===== config.mk =====
export PLATFORM = sky130hd
export DESIGN_NAME = dmem_port_arbiter_flat
export DESIGN_NICKNAME = d
export VERILOG_FILES = /design/src/rtl/dmem_port_arbiter_if.sv /design/src/rtl/dmem_port_arbiter.sv /design/src/flat_wrapper.sv
export SDC_FILE = /design/constraint.sdc
export NUM_CORES = 1
export LEC_CHECK = 0
export CAP_MARGIN = 10
export CORE_AREA = 2 2 99 110
export DETAILED_ROUTE_END_ITERATION = 8
export DIE_AREA = 0 0 101 112
export HOLD_SLACK_MARGIN = 0.05
export PLACE_DENSITY = 0.8
export SETUP_SLACK_MARGIN = 0.4
export SYNTH_ARGS = -nofsm -noshare
export SYNTH_HDL_FRONTEND = slang
export SYNTH_SLANG_ARGS = --single-unit
export TNS_END_PERCENT = 5

===== constraint.sdc =====
create_clock -name i_clk -period 3.6 [get_ports i_clk]
set_input_delay 0.9 -clock i_clk [delete_from_list [all_inputs] [get_ports i_clk]]
set_output_delay 0.9 -clock i_clk [all_outputs]
set_load 0.02 [all_outputs]

===== src/rtl/dmem_port_arbiter_if.sv =====
// -----------------------------------------------------------------------------
// dmem_port_arbiter_if
// Request/response channel between one memory requester and the
// dmem_port_arbiter. The requester holds req together with we/addr/wdata until
// it sees the one-cycle ack; rdata is valid in the ack cycle and is held by
// the arbiter until that requester's next read ack.
//
// Signals
//   req    requester -> arbiter  access request
//   we     requester -> arbiter  1 = write, 0 = read
//   addr   requester -> arbiter  word address
//   wdata  requester -> arbiter  write data
//   ack    arbiter -> requester  one-cycle completion pulse
//   rdata  arbiter -> requester  read data
//
// Modports
//   master  requester side (fetch unit, load/store unit, testbench)
//   slave   arbiter side
// -----------------------------------------------------------------------------
interface dmem_port_arbiter_if #(
    parameter int ADDR_W = 5,
    parameter int DATA_W = 32
);
    logic              req;
    logic              we;
    logic [ADDR_W-1:0] addr;
    logic [DATA_W-1:0] wdata;
    logic              ack;
    logic [DATA_W-1:0] rdata;

    modport master (output req, we, addr, wdata, input  ack, rdata);
    modport slave  (input  req, we, addr, wdata, output ack, rdata);
endinterface


===== src/rtl/dmem_port_arbiter.sv =====
// -----------------------------------------------------------------------------
// dmem_port_arbiter
// Shares one single-port synchronous memory between the instruction-fetch
// requester (read-only) and the load/store requester (read or write). Every
// access walks IDLE -> ISSUE -> WAIT -> ACK, so an access takes a fixed
// MEM_LAT+3 cycles from the cycle the request is sampled in IDLE to the cycle
// after its ack. LS normally wins a collision; a streak counter hands the
// memory to IF after MAX_LS_STREAK back-to-back LS grants that kept IF waiting.
//
// Parameters
//   ADDR_W         memory word-address width
//   DATA_W         data width
//   MEM_LAT        cycles from mem_en to valid mem_rdata (>= 1)
//   MAX_LS_STREAK  max consecutive LS grants while IF is waiting (>= 1)
//
// Ports
//   i_clk        rising-edge clock
//   i_reset      synchronous active-high reset
//   if_port      IF channel (we/wdata ignored, IF accesses are reads)
//   ls_port      LS channel
//   o_mem_en     memory strobe, exactly one cycle per access
//   o_mem_we     memory write enable, qualified by o_mem_en
//   o_mem_addr   memory word address
//   o_mem_wdata  memory write data
//   i_mem_rdata  memory read data, valid MEM_LAT cycles after o_mem_en
//   o_busy       high in every state except IDLE
// -----------------------------------------------------------------------------
module dmem_port_arbiter #(
    parameter int ADDR_W        = 5,
    parameter int DATA_W        = 32,
    parameter int MEM_LAT       = 1,
    parameter int MAX_LS_STREAK = 4
) (
    input  logic                i_clk,
    input  logic                i_reset,
    dmem_port_arbiter_if.slave  if_port,
    dmem_port_arbiter_if.slave  ls_port,
    output logic                o_mem_en,
    output logic                o_mem_we,
    output logic [ADDR_W-1:0]   o_mem_addr,
    output logic [DATA_W-1:0]   o_mem_wdata,
    input  logic [DATA_W-1:0]   i_mem_rdata,
    output logic                o_busy
);

    localparam int CNT_W    = (MEM_LAT > 1) ? $clog2(MEM_LAT) : 1;
    localparam int STREAK_W = $clog2(MAX_LS_STREAK + 1);

    typedef enum logic [1:0] {
        ST_IDLE  = 2'd0,
        ST_ISSUE = 2'd1,
        ST_WAIT  = 2'd2,
        ST_ACK   = 2'd3
    } state_t;

    state_t              r_state;
    logic [CNT_W-1:0]    r_cnt;
    logic [STREAK_W-1:0] r_streak;
    logic                r_win_ls;
    logic                r_mem_en;
    logic                r_mem_we;
    logic [ADDR_W-1:0]   r_mem_addr;
    logic [DATA_W-1:0]   r_mem_wdata;
    logic                r_if_ack;
    logic                r_ls_ack;
    logic [DATA_W-1:0]   r_if_rdata;
    logic [DATA_W-1:0]   r_ls_rdata;
    logic                r_busy;

    logic                w_streak_full;
    logic                w_grant_ls;
    logic                w_any_req;
    logic [STREAK_W-1:0] w_streak_next;

    // IF only overrides LS once LS has been granted MAX_LS_STREAK times in a
    // row while IF was waiting; with IF idle, LS always wins.
    assign w_streak_full = (r_streak == STREAK_W'(MAX_LS_STREAK));
    assign w_grant_ls    = ls_port.req && !(if_port.req && w_streak_full);
    assign w_any_req     = ls_port.req || if_port.req;

    // The streak only grows while IF is actually being held off; any IF grant
    // or an uncontested LS grant restarts it.
    assign w_streak_next = (w_grant_ls && if_port.req)
                         ? (w_streak_full ? r_streak : r_streak + 1'b1)
                         : '0;

    // NOTE: all state here is updated with non-blocking assignments so every
    // register samples the pre-edge values of the others.
    always_ff @(posedge i_clk) begin
        if (i_reset) begin
            r_state     <= ST_IDLE;
            r_cnt       <= '0;
            r_streak    <= '0;
            r_win_ls    <= 1'b0;
            r_mem_en    <= 1'b0;
            r_mem_we    <= 1'b0;
            r_mem_addr  <= '0;
            r_mem_wdata <= '0;
            r_if_ack    <= 1'b0;
            r_ls_ack    <= 1'b0;
            // NOTE: the read-data holding registers are visible outputs, so
            // they are reset along with the control state.
            r_if_rdata  <= '0;
            r_ls_rdata  <= '0;
            r_busy      <= 1'b0;
        end else begin
            // NOTE: one-cycle pulses default low here and are raised only in
            // the single state that owns them.
            r_mem_en <= 1'b0;
            r_if_ack <= 1'b0;
            r_ls_ack <= 1'b0;

            unique case (r_state)
                ST_IDLE: begin
                    if (w_any_req) begin
                        r_state  <= ST_ISSUE;
                        r_busy   <= 1'b1;
                        r_mem_en <= 1'b1;
                        r_win_ls <= w_grant_ls;
                        r_streak <= w_streak_next;
                        if (w_grant_ls) begin
                            r_mem_we    <= ls_port.we;
                            r_mem_addr  <= ls_port.addr;
                            r_mem_wdata <= ls_port.wdata;
                        end else begin
                            r_mem_we    <= 1'b0;
                            r_mem_addr  <= if_port.addr;
                        end
                    end
                end

                ST_ISSUE: begin
                    // Memory strobe is high during this cycle; rdata arrives
                    // after MEM_LAT-1 further WAIT cycles.
                    r_cnt   <= CNT_W'(MEM_LAT - 1);
                    r_state <= ST_WAIT;
                end

                ST_WAIT: begin
                    if (r_cnt == '0) begin
                        // mem_we is still held from ISSUE, so it tells us
                        // whether this access returns data.
                        if (!r_mem_we) begin
                            if (r_win_ls) begin
                                r_ls_rdata <= i_mem_rdata;
                            end else begin
                                r_if_rdata <= i_mem_rdata;
                            end
                        end
                        r_if_ack <= !r_win_ls;
                        r_ls_ack <= r_win_ls;
                        r_state  <= ST_ACK;
                    end else begin
                        r_cnt <= r_cnt - 1'b1;
                    end
                end

                ST_ACK: begin
                    r_state <= ST_IDLE;
                    r_busy  <= 1'b0;
                end

                default: begin
                    r_state <= ST_IDLE;
                    r_busy  <= 1'b0;
                end
            endcase
        end
    end

    assign o_mem_en      = r_mem_en;
    assign o_mem_we      = r_mem_we;
    assign o_mem_addr    = r_mem_addr;
    assign o_mem_wdata   = r_mem_wdata;
    assign o_busy        = r_busy;
    assign if_port.ack   = r_if_ack;
    assign if_port.rdata = r_if_rdata;
    assign ls_port.ack   = r_ls_ack;
    assign ls_port.rdata = r_ls_rdata;

endmodule


===== src/flat_wrapper.sv =====
// flat-port wrapper written by rule: the top's interface ports become plain ports
module dmem_port_arbiter_flat 
#(
    parameter int ADDR_W        = 5,
    parameter int DATA_W        = 32,
    parameter int MEM_LAT       = 1,
    parameter int MAX_LS_STREAK = 4
)
  (i_clk, i_reset, o_mem_en, o_mem_we, o_mem_addr, o_mem_wdata, i_mem_rdata, o_busy, if_port_req, if_port_we, if_port_addr, if_port_wdata, if_port_ack, if_port_rdata, ls_port_req, ls_port_we, ls_port_addr, ls_port_wdata, ls_port_ack, ls_port_rdata);
  dmem_port_arbiter_if #(.ADDR_W(ADDR_W), .DATA_W(DATA_W)) if_port_i ();
  dmem_port_arbiter_if #(.ADDR_W(ADDR_W), .DATA_W(DATA_W)) ls_port_i ();
  input  logic i_clk;
  input  logic i_reset;
  output logic o_mem_en;
  output logic o_mem_we;
  output logic [ADDR_W-1:0] o_mem_addr;
  output logic [DATA_W-1:0] o_mem_wdata;
  input  logic [DATA_W-1:0] i_mem_rdata;
  output logic o_busy;
  input wire logic [$bits(if_port_i.req)-1:0] if_port_req;
  input wire logic [$bits(if_port_i.we)-1:0] if_port_we;
  input wire logic [$bits(if_port_i.addr)-1:0] if_port_addr;
  input wire logic [$bits(if_port_i.wdata)-1:0] if_port_wdata;
  output wire logic [$bits(if_port_i.ack)-1:0] if_port_ack;
  output wire logic [$bits(if_port_i.rdata)-1:0] if_port_rdata;
  input wire logic [$bits(ls_port_i.req)-1:0] ls_port_req;
  input wire logic [$bits(ls_port_i.we)-1:0] ls_port_we;
  input wire logic [$bits(ls_port_i.addr)-1:0] ls_port_addr;
  input wire logic [$bits(ls_port_i.wdata)-1:0] ls_port_wdata;
  output wire logic [$bits(ls_port_i.ack)-1:0] ls_port_ack;
  output wire logic [$bits(ls_port_i.rdata)-1:0] ls_port_rdata;
  assign if_port_i.req = if_port_req;
  assign if_port_i.we = if_port_we;
  assign if_port_i.addr = if_port_addr;
  assign if_port_i.wdata = if_port_wdata;
  assign if_port_ack = if_port_i.ack;
  assign if_port_rdata = if_port_i.rdata;
  assign ls_port_i.req = ls_port_req;
  assign ls_port_i.we = ls_port_we;
  assign ls_port_i.addr = ls_port_addr;
  assign ls_port_i.wdata = ls_port_wdata;
  assign ls_port_ack = ls_port_i.ack;
  assign ls_port_rdata = ls_port_i.rdata;
  dmem_port_arbiter #(.ADDR_W(ADDR_W), .DATA_W(DATA_W), .MEM_LAT(MEM_LAT), .MAX_LS_STREAK(MAX_LS_STREAK)) u_core (.i_clk(i_clk), .i_reset(i_reset), .if_port(if_port_i), .ls_port(ls_port_i), .o_mem_en(o_mem_en), .o_mem_we(o_mem_we), .o_mem_addr(o_mem_addr), .o_mem_wdata(o_mem_wdata), .i_mem_rdata(i_mem_rdata), .o_busy(o_busy));
endmodule

## Word-level counts from Yosys, hierarchy flattened

Cells that the tools add are included.
W data, S select, Z words.

| word-level totals | value |
|---|---|
| register bits after elaboration | 113 |
| latch bits | 0 |
| RAM bits | 0 |
| bits in read-only memories | 0 |
| bits of input ports | 112 |
| output and inout port bits | 106 |
| logic and storage cells | 57 |
| memories kept | 0 |

| operators by class | value |
|---|---|
| add/subtract/negate cells | 2 |
| multiply operators | 0 |
| divide/modulo/power cells | 0 |
| $lt $le $gt $ge | 0 |
| eq/ne operators | 7 |
| shift operators | 0 |
| mux-type cells | 12 |
| bitwise logic cells | 5 |
| reduce and logical (&&, ||, !) cells | 18 |

Operators with widths:

| operator | number |
|---|---|
| $pmux W2 S4 | 1 |
| $reduce_and A4 Y1 | 2 |
| $mux W3 | 2 |
| $reduce_and A2 Y1 | 3 |
| $reduce_and A3 Y1 | 2 |
| $mux W5 | 1 |
| $not A1 Y1 | 5 |
| $eq A2 B2 Y1 const B | 2 |
| $mux W1 | 4 |
| $mux W2 | 2 |
| $ne A2 B2 Y1 const B | 2 |
| $pmux W1 S2 | 2 |
| $reduce_bool A2 Y1 | 2 |
| $add A3 B1 Y3 const B | 1 |
| $eq A3 B3 Y1 const B | 1 |
| $logic_and A1 B1 Y1 | 3 |
| $reduce_or A3 Y1 | 1 |
| $eq A2 B1 Y1 const B | 1 |
| $logic_not A1 Y1 | 2 |
| $logic_not A2 Y1 | 1 |
| $ne A2 B1 Y1 const B | 1 |
| $reduce_or A2 Y1 | 1 |
| $logic_or A1 B1 Y1 | 1 |
| $sub A1 B1 Y1 const B | 1 |

## Logic depth before layout (Yosys ltp)

| depth | value |
|---|---|
| depth in word-level cells | 7 |
| gate-level depth with buffers | 7 |
| mapped depth without buffers | 5 |

## Worst setup path after synthesis

OpenSTA, ideal clock, no wires.

| path | value |
|---|---|
| path kind | in2reg |
| start | in ls_port_req |
| end | reg u_core.r_streak[2] |
| setup time | 0.070 ns |
| arrival | 1.646 ns |
| data required time | 3.530 ns |
| setup slack | 1.884 ns |
| stages | 4 |
| buffers on the path | 1 |
| cell sequence | buf_4 o21ai_0 nand2_1 a21oi_1 |

| on the way | value |
|---|---|
| cells in the longest elaborated chain, start to end | 4 |
| elaborated cells between the ends (all ways) | 6 |
| those cells by class | eq/ne (1); mux (1); reduce/logical (4) |

Ends and longest elaborated chain:

| what | line | text |
|---|---|---|
| from (decl) | flat_wrapper.sv:26 | `input wire logic [$bits(ls_port_i.req)-1:0] ls_port_req;` |
| $logic_and A1 B1 Y1 | dmem_port_arbiter.sv:78 | `assign w_grant_ls = ls_port.req && !(if_port.req && w_streak_full);` |
| $logic_and A1 B1 Y1 | dmem_port_arbiter.sv:83 | `assign w_streak_next = (w_grant_ls && if_port.req)` |
| $ne A2 B2 Y1 (no line) | -- |  |
| $reduce_and A3 Y1 (no line) | -- |  |
| to (signal assigned) | dmem_port_arbiter.sv:120 | `r_streak <= w_streak_next;` |
| to (decl) | dmem_port_arbiter.sv:58 | `logic [STREAK_W-1:0] r_streak;` |

Several ways; a longest one is shown, not always the timed one.
A chain may end at the register's enable or synchronous reset.

## Final worst setup path

| path | value |
|---|---|
| start | in if_port_req |
| end | reg u_core.r_mem_wdata[30] (netlist: u_core.o_mem_wdata[30]) |

| on the way | value |
|---|---|
| cells in the longest elaborated chain, start to end | 4 |
| elaborated cells between the ends (all ways) | 5 |
| those cells by class | reduce/logical (5) |

Ends and longest elaborated chain:

| what | line | text |
|---|---|---|
| from (decl) | flat_wrapper.sv:20 | `input wire logic [$bits(if_port_i.req)-1:0] if_port_req;` |
| $logic_and A1 B1 Y1 | dmem_port_arbiter.sv:78 |  |
| $logic_not A1 Y1 | dmem_port_arbiter.sv:78 |  |
| $logic_and A1 B1 Y1 | dmem_port_arbiter.sv:78 |  |
| $reduce_and A3 Y1 (no line) (*) | -- |  |
| to (signal assigned) | dmem_port_arbiter.sv:124 | `r_mem_wdata <= ls_port.wdata;` |
| to (decl) | dmem_port_arbiter.sv:63 | `logic [DATA_W-1:0] r_mem_wdata;` |

Mark *: on every way between the ends. The rest lies on a longest branch, timed or not.

==> load_flow_metrics.sql <==
INSERT INTO impl_metrics (metric_group, metric, value, unit) VALUES
('run_status', 'run_status', 'finished, final reports clean', ''),
('place', 'place_hpwl', '8567', 'um'),
('synthesis', 'most_common_cell_in_the_synthesized_netlist', 'sky130_fd_sc_hd__nand2_1', ''),
('route', 'drc_markers', '0', ''),
('floorplanning', 'die_width', '101', 'um'),
('place', 'detailedPlace.worstSlack', '0.8122', 'ns'),
('pwr', 'power.share.clock', '26.3', '%'),
('cells_and_area', 'finalCoreUtilization', '62.06', '%'),
('sta', 'slew-limit-headroom', '22.15', '%'),
('run', 'max-cap-violations', '0', ''),
('floorplanning', 'top_level_ports', '218', ''),
('route', 'wl_per_cell', '15.15', 'um'),
('cells_and_area', 'finish.cell_count_without_fillers', '802', ''),
('global_routing', 'grt_antenna_before_repair', '0', ''),
('global_routing', 'grt_pass1_wl', '19030', 'um'),
('global_routing', 'grt-busiest-layer', 'met2', ''),
('pwr', 'switching_share', '33.68', '%'),
('min_path', 'hold_path.startpoint', 'u_core.ls_port.rdata[26]', ''),
('synthesis', 'syn-num-nets', '629', ''),
('pwr', 'share_comb_of_total_power', '33.7', '%'),
('sta', 'period_share', '68.74', '%'),
('place', 'routabilityCongestion', '0.7784', ''),
('synthesis', 'synth.avg_cell_area', '8.173', 'um2'),
('synthesis', 'ys_seq_area_share', '53.68', '%'),
('clock_tree', 'clock_tree_from_tritoncts', 'built', ''),
('clock_tree', 'post_cts_resize_count', '0', ''),
('synthesis', 'yosys-top-cells-count', '132 x sky130_fd_sc_hd__nand2_1, 112 x sky130_fd_sc_hd__dfxtp_1, 98 x sky130_fd_sc_hd__a21oi_1', ''),
('floorplanning', 'fp.dieH', '112', 'um'),
('pwr', 'power.switching', '1.294', 'mW'),
('global_routing', 'global_route.usage.met3', '7.596', '%'),
('synthesis', 'synthesis.area', '4177', 'um2'),
('synthesis', 'synthDistinctLibCells', '28', ''),
('clock_tree', 'worst_setup_hold_path_clk_slew', '0.07', 'ns'),
('global_routing', 'grt_start_max_net_pins', '78', ''),
('synthesis', 'asyncSetResetFlopFracSynth', '0', '%'),
('pwr', 'ir_worst_vdd', '0.2646', 'mV'),
('setup_path', 'worst_ep_arrival_time', '2.74', 'ns'),
('pwr', 'power.leakage', '2.216', 'nW'),
('route', 'routed_wl', '12150', 'um'),
('synthesis', 'synth_seq_cells', '112', ''),
('synthesis', 'postSynthCellCount', '511', ''),
('synthesis', 'dominantRegCellSynth', 'sky130_fd_sc_hd__dfxtp_1', ''),
('clock_tree', 'post_cts_hold_buffer_count', '0', ''),
('clock_tree', 'insertion_delay', '0.34', 'ns'),
('floorplanning', 'die_area', '11310', 'um2'),
('setup_path', 'reg2reg_from', 'u_core.r_state[0]', ''),
('clock_tree', 'number_of_levels_in_the_clock_h_tree', '3', ''),
('global_routing', 'grt_overflow', '0', ''),
('clock_tree', 'cts_max_path_buffers', '2', ''),
('sta', 'finalClockSkew', '0.007654', 'ns'),
('setup_path', 'start_kind', 'primary input', ''),
('sta', 'setup_tns', '0', 'ns'),
('sta', 'finalSetupViolCount', '0', ''),
('cells_and_area', 'layout-drive-gt1-share', '4.271', '%'),
('setup_path', 'worst-r2r-setup-slack', '1.49', 'ns'),
('global_routing', 'first_global_vias', '4012', ''),
('sta', 'final_period_minus_worst_setup_slack', '2.475', 'ns'),
('synthesis', 'ys_top_cells_by_area', 'sky130_fd_sc_hd__dfxtp_1 54%, sky130_fd_sc_hd__nand2_1 12%, sky130_fd_sc_hd__a21oi_1 12%, sky130_fd_sc_hd__nand3_1 4.7%, sky130_fd_sc_hd__o21ai_0 4.0%', ''),
('route', 'post_drt_via_cell_ratio', '5.259', ''),
('place', 'placed_cells_incl_taps', '786', ''),
('pwr', 'power.sequential.fraction', '40.1', '%'),
('sta', 'finalMaxSlewViolations', '0', ''),
('sta', 'max_freq', '0.4041', 'GHz'),
('setup_path', 'setup.worst_path.class', 'primary input to flip-flop', ''),
('sta', 'worst_slew_pin_slew', '1.168', 'ns'),
('cells_and_area', 'layout-area-overhead-vs-synth', '52.28', '%'),
('place', 'buffer_ports.inserted', '184', ''),
('min_path', 'hold_path.class', 'flip-flop to flip-flop', ''),
('sta', 'final-hold-violation-count', '0', ''),
('clock_tree', 'cts_sinks', '112', ''),
('synthesis', 'synth_warnings', '0', '');
==> path summary, 6_finish.rpt <==
path,to,cells past startpoint
worst max-delay path,u_core.o_mem_wdata[30],5
worst min register to register,u_core.ls_port.rdata[26],2
worst min-delay path,u_core.ls_port.rdata[26],2
worst max register to register,u_core.if_port.rdata[15],5
==> registers in the layout, summed over array words and instances (netlist names) <==
| register | flops |
|---|---|
| u_core.r_win_ls | 1 |
| u_core.o_mem_addr | 5 |
| u_core.o_busy | 1 |
| u_core.r_state | 2 |
| u_core.if_port.rdata | 32 |
| u_core.o_mem_wdata | 32 |
| u_core.o_mem_en | 1 |
| u_core.o_mem_we | 1 |
| u_core.if_port.ack | 1 |
| u_core.ls_port.ack | 1 |
| u_core.ls_port.rdata | 32 |
| u_core.r_streak | 3 |
==> power by group through the flow <==
| stage | Combinational (mW) | Clock (mW) | Sequential (mW) |
|---|---|---|---|
| after CTS | 1.31 | 1.03 | 1.54 |
| after floorplan | 0.522 | 0 | 1.77 |
| after global routing | 1.41 | 1.08 | 1.56 |
| after global placement | 1.27 | 0 | 1.56 |
| after detailed placement | 1.30 | 0 | 1.57 |
| final | 1.29 | 1.01 | 1.54 |
==> critical path, stage by stage <==
cell	delay [ns]
sky130_fd_sc_hd__clkdlybuf4s50_1	0.58
sky130_fd_sc_hd__and3_1	0.72
sky130_fd_sc_hd__buf_4	0.27
sky130_fd_sc_hd__o21ai_0	0.10
sky130_fd_sc_hd__a21oi_1	0.16
==> cell type report <==
| cell class | count | area, um2 |
|---|---|---|
| clock inverters | 7 | 77.57 |
| multi-input cells | 351 | 1708 |
| flip-flops and latches | 112 | 2242 |
| fillers | 889 | 3887 |
| clock buffers | 9 | 225.2 |
| inverters | 5 | 18.77 |
| repair buffers | 195 | 1934 |
| well taps | 123 | 153.9 |
==> kinds of logic (layout without fill, tap and decap cells) <==
group | count (synthesis) | count (layout) | synth area share [%]
adders and majority gates | 6 | 6 | 1.797
AOI/OAI and AO/OA | 148 | 148 | 18.66
and+or+nand+nor | 196 | 196 | 20.04
DFF | 112 | 112 | 53.68
buffers and inverters | 48 | 216 | 5.572
muxes | 1 | 1 | 0.2397
==> routing by layer <==
| metal | wire, um | part of all wire (%) |
|---|---|---|
| met1 | 4844 | 40 |
| met2 | 5871 | 48 |
| met3 | 1256 | 10 |
| met4 | 181 | 1.5 |
| met5 | 0 | 0 |
==> cell usage in the layout, fill, tap and decap left out <==
| cell type | count |
|---|---|
| sky130_fd_sc_hd__ha_1 | 6 |
| sky130_fd_sc_hd__and3_1 | 2 |
| sky130_fd_sc_hd__clkinvlp_4 | 1 |
| sky130_fd_sc_hd__or3b_1 | 2 |
| sky130_fd_sc_hd__bufinv_16 | 1 |
| sky130_fd_sc_hd__a21oi_1 | 98 |
| sky130_fd_sc_hd__clkinv_2 | 1 |
| sky130_fd_sc_hd__o21ai_1 | 5 |
| sky130_fd_sc_hd__nand3b_1 | 1 |
| sky130_fd_sc_hd__nor3b_1 | 2 |
| sky130_fd_sc_hd__inv_6 | 3 |
| sky130_fd_sc_hd__and2_1 | 1 |
| sky130_fd_sc_hd__o211ai_1 | 1 |
| sky130_fd_sc_hd__nand2_1 | 132 |
| sky130_fd_sc_hd__clkbuf_16 | 9 |
| sky130_fd_sc_hd__inv_1 | 5 |
| sky130_fd_sc_hd__clkdlybuf4s50_1 | 183 |
| sky130_fd_sc_hd__clkinv_4 | 1 |
| sky130_fd_sc_hd__mux2i_1 | 1 |
| sky130_fd_sc_hd__a211oi_1 | 2 |
| sky130_fd_sc_hd__a32oi_1 | 2 |
| sky130_fd_sc_hd__buf_12 | 1 |
| sky130_fd_sc_hd__o21ai_0 | 33 |
| sky130_fd_sc_hd__buf_4 | 11 |
| sky130_fd_sc_hd__nor2_1 | 13 |
| sky130_fd_sc_hd__nor3b_4 | 1 |
| sky130_fd_sc_hd__dfxtp_1 | 112 |
| sky130_fd_sc_hd__nand3_1 | 39 |
| sky130_fd_sc_hd__o21a_1 | 1 |
| sky130_fd_sc_hd__a311oi_1 | 5 |
| sky130_fd_sc_hd__and3b_1 | 3 |
| sky130_fd_sc_hd__a22oi_1 | 1 |
==> through the flow <==
| step | power [mW] | hold WS [ns] | cell area, um2 |
|---|---|---|---|
| final | 3.842 | 0.4554 | 6360 |
| after global routing | 4.048 | 0.4687 | 6360 |
| after CTS | 3.879 | 0.4555 | 6360 |
| after detailed placement | 2.865 | 0.4457 | 6057 |
| after global placement | 2.824 | 0.4409 | 6057 |
| after floorplan | 2.294 | 0.4492 | 4177 |
Power figures use the tool's default switching activity.
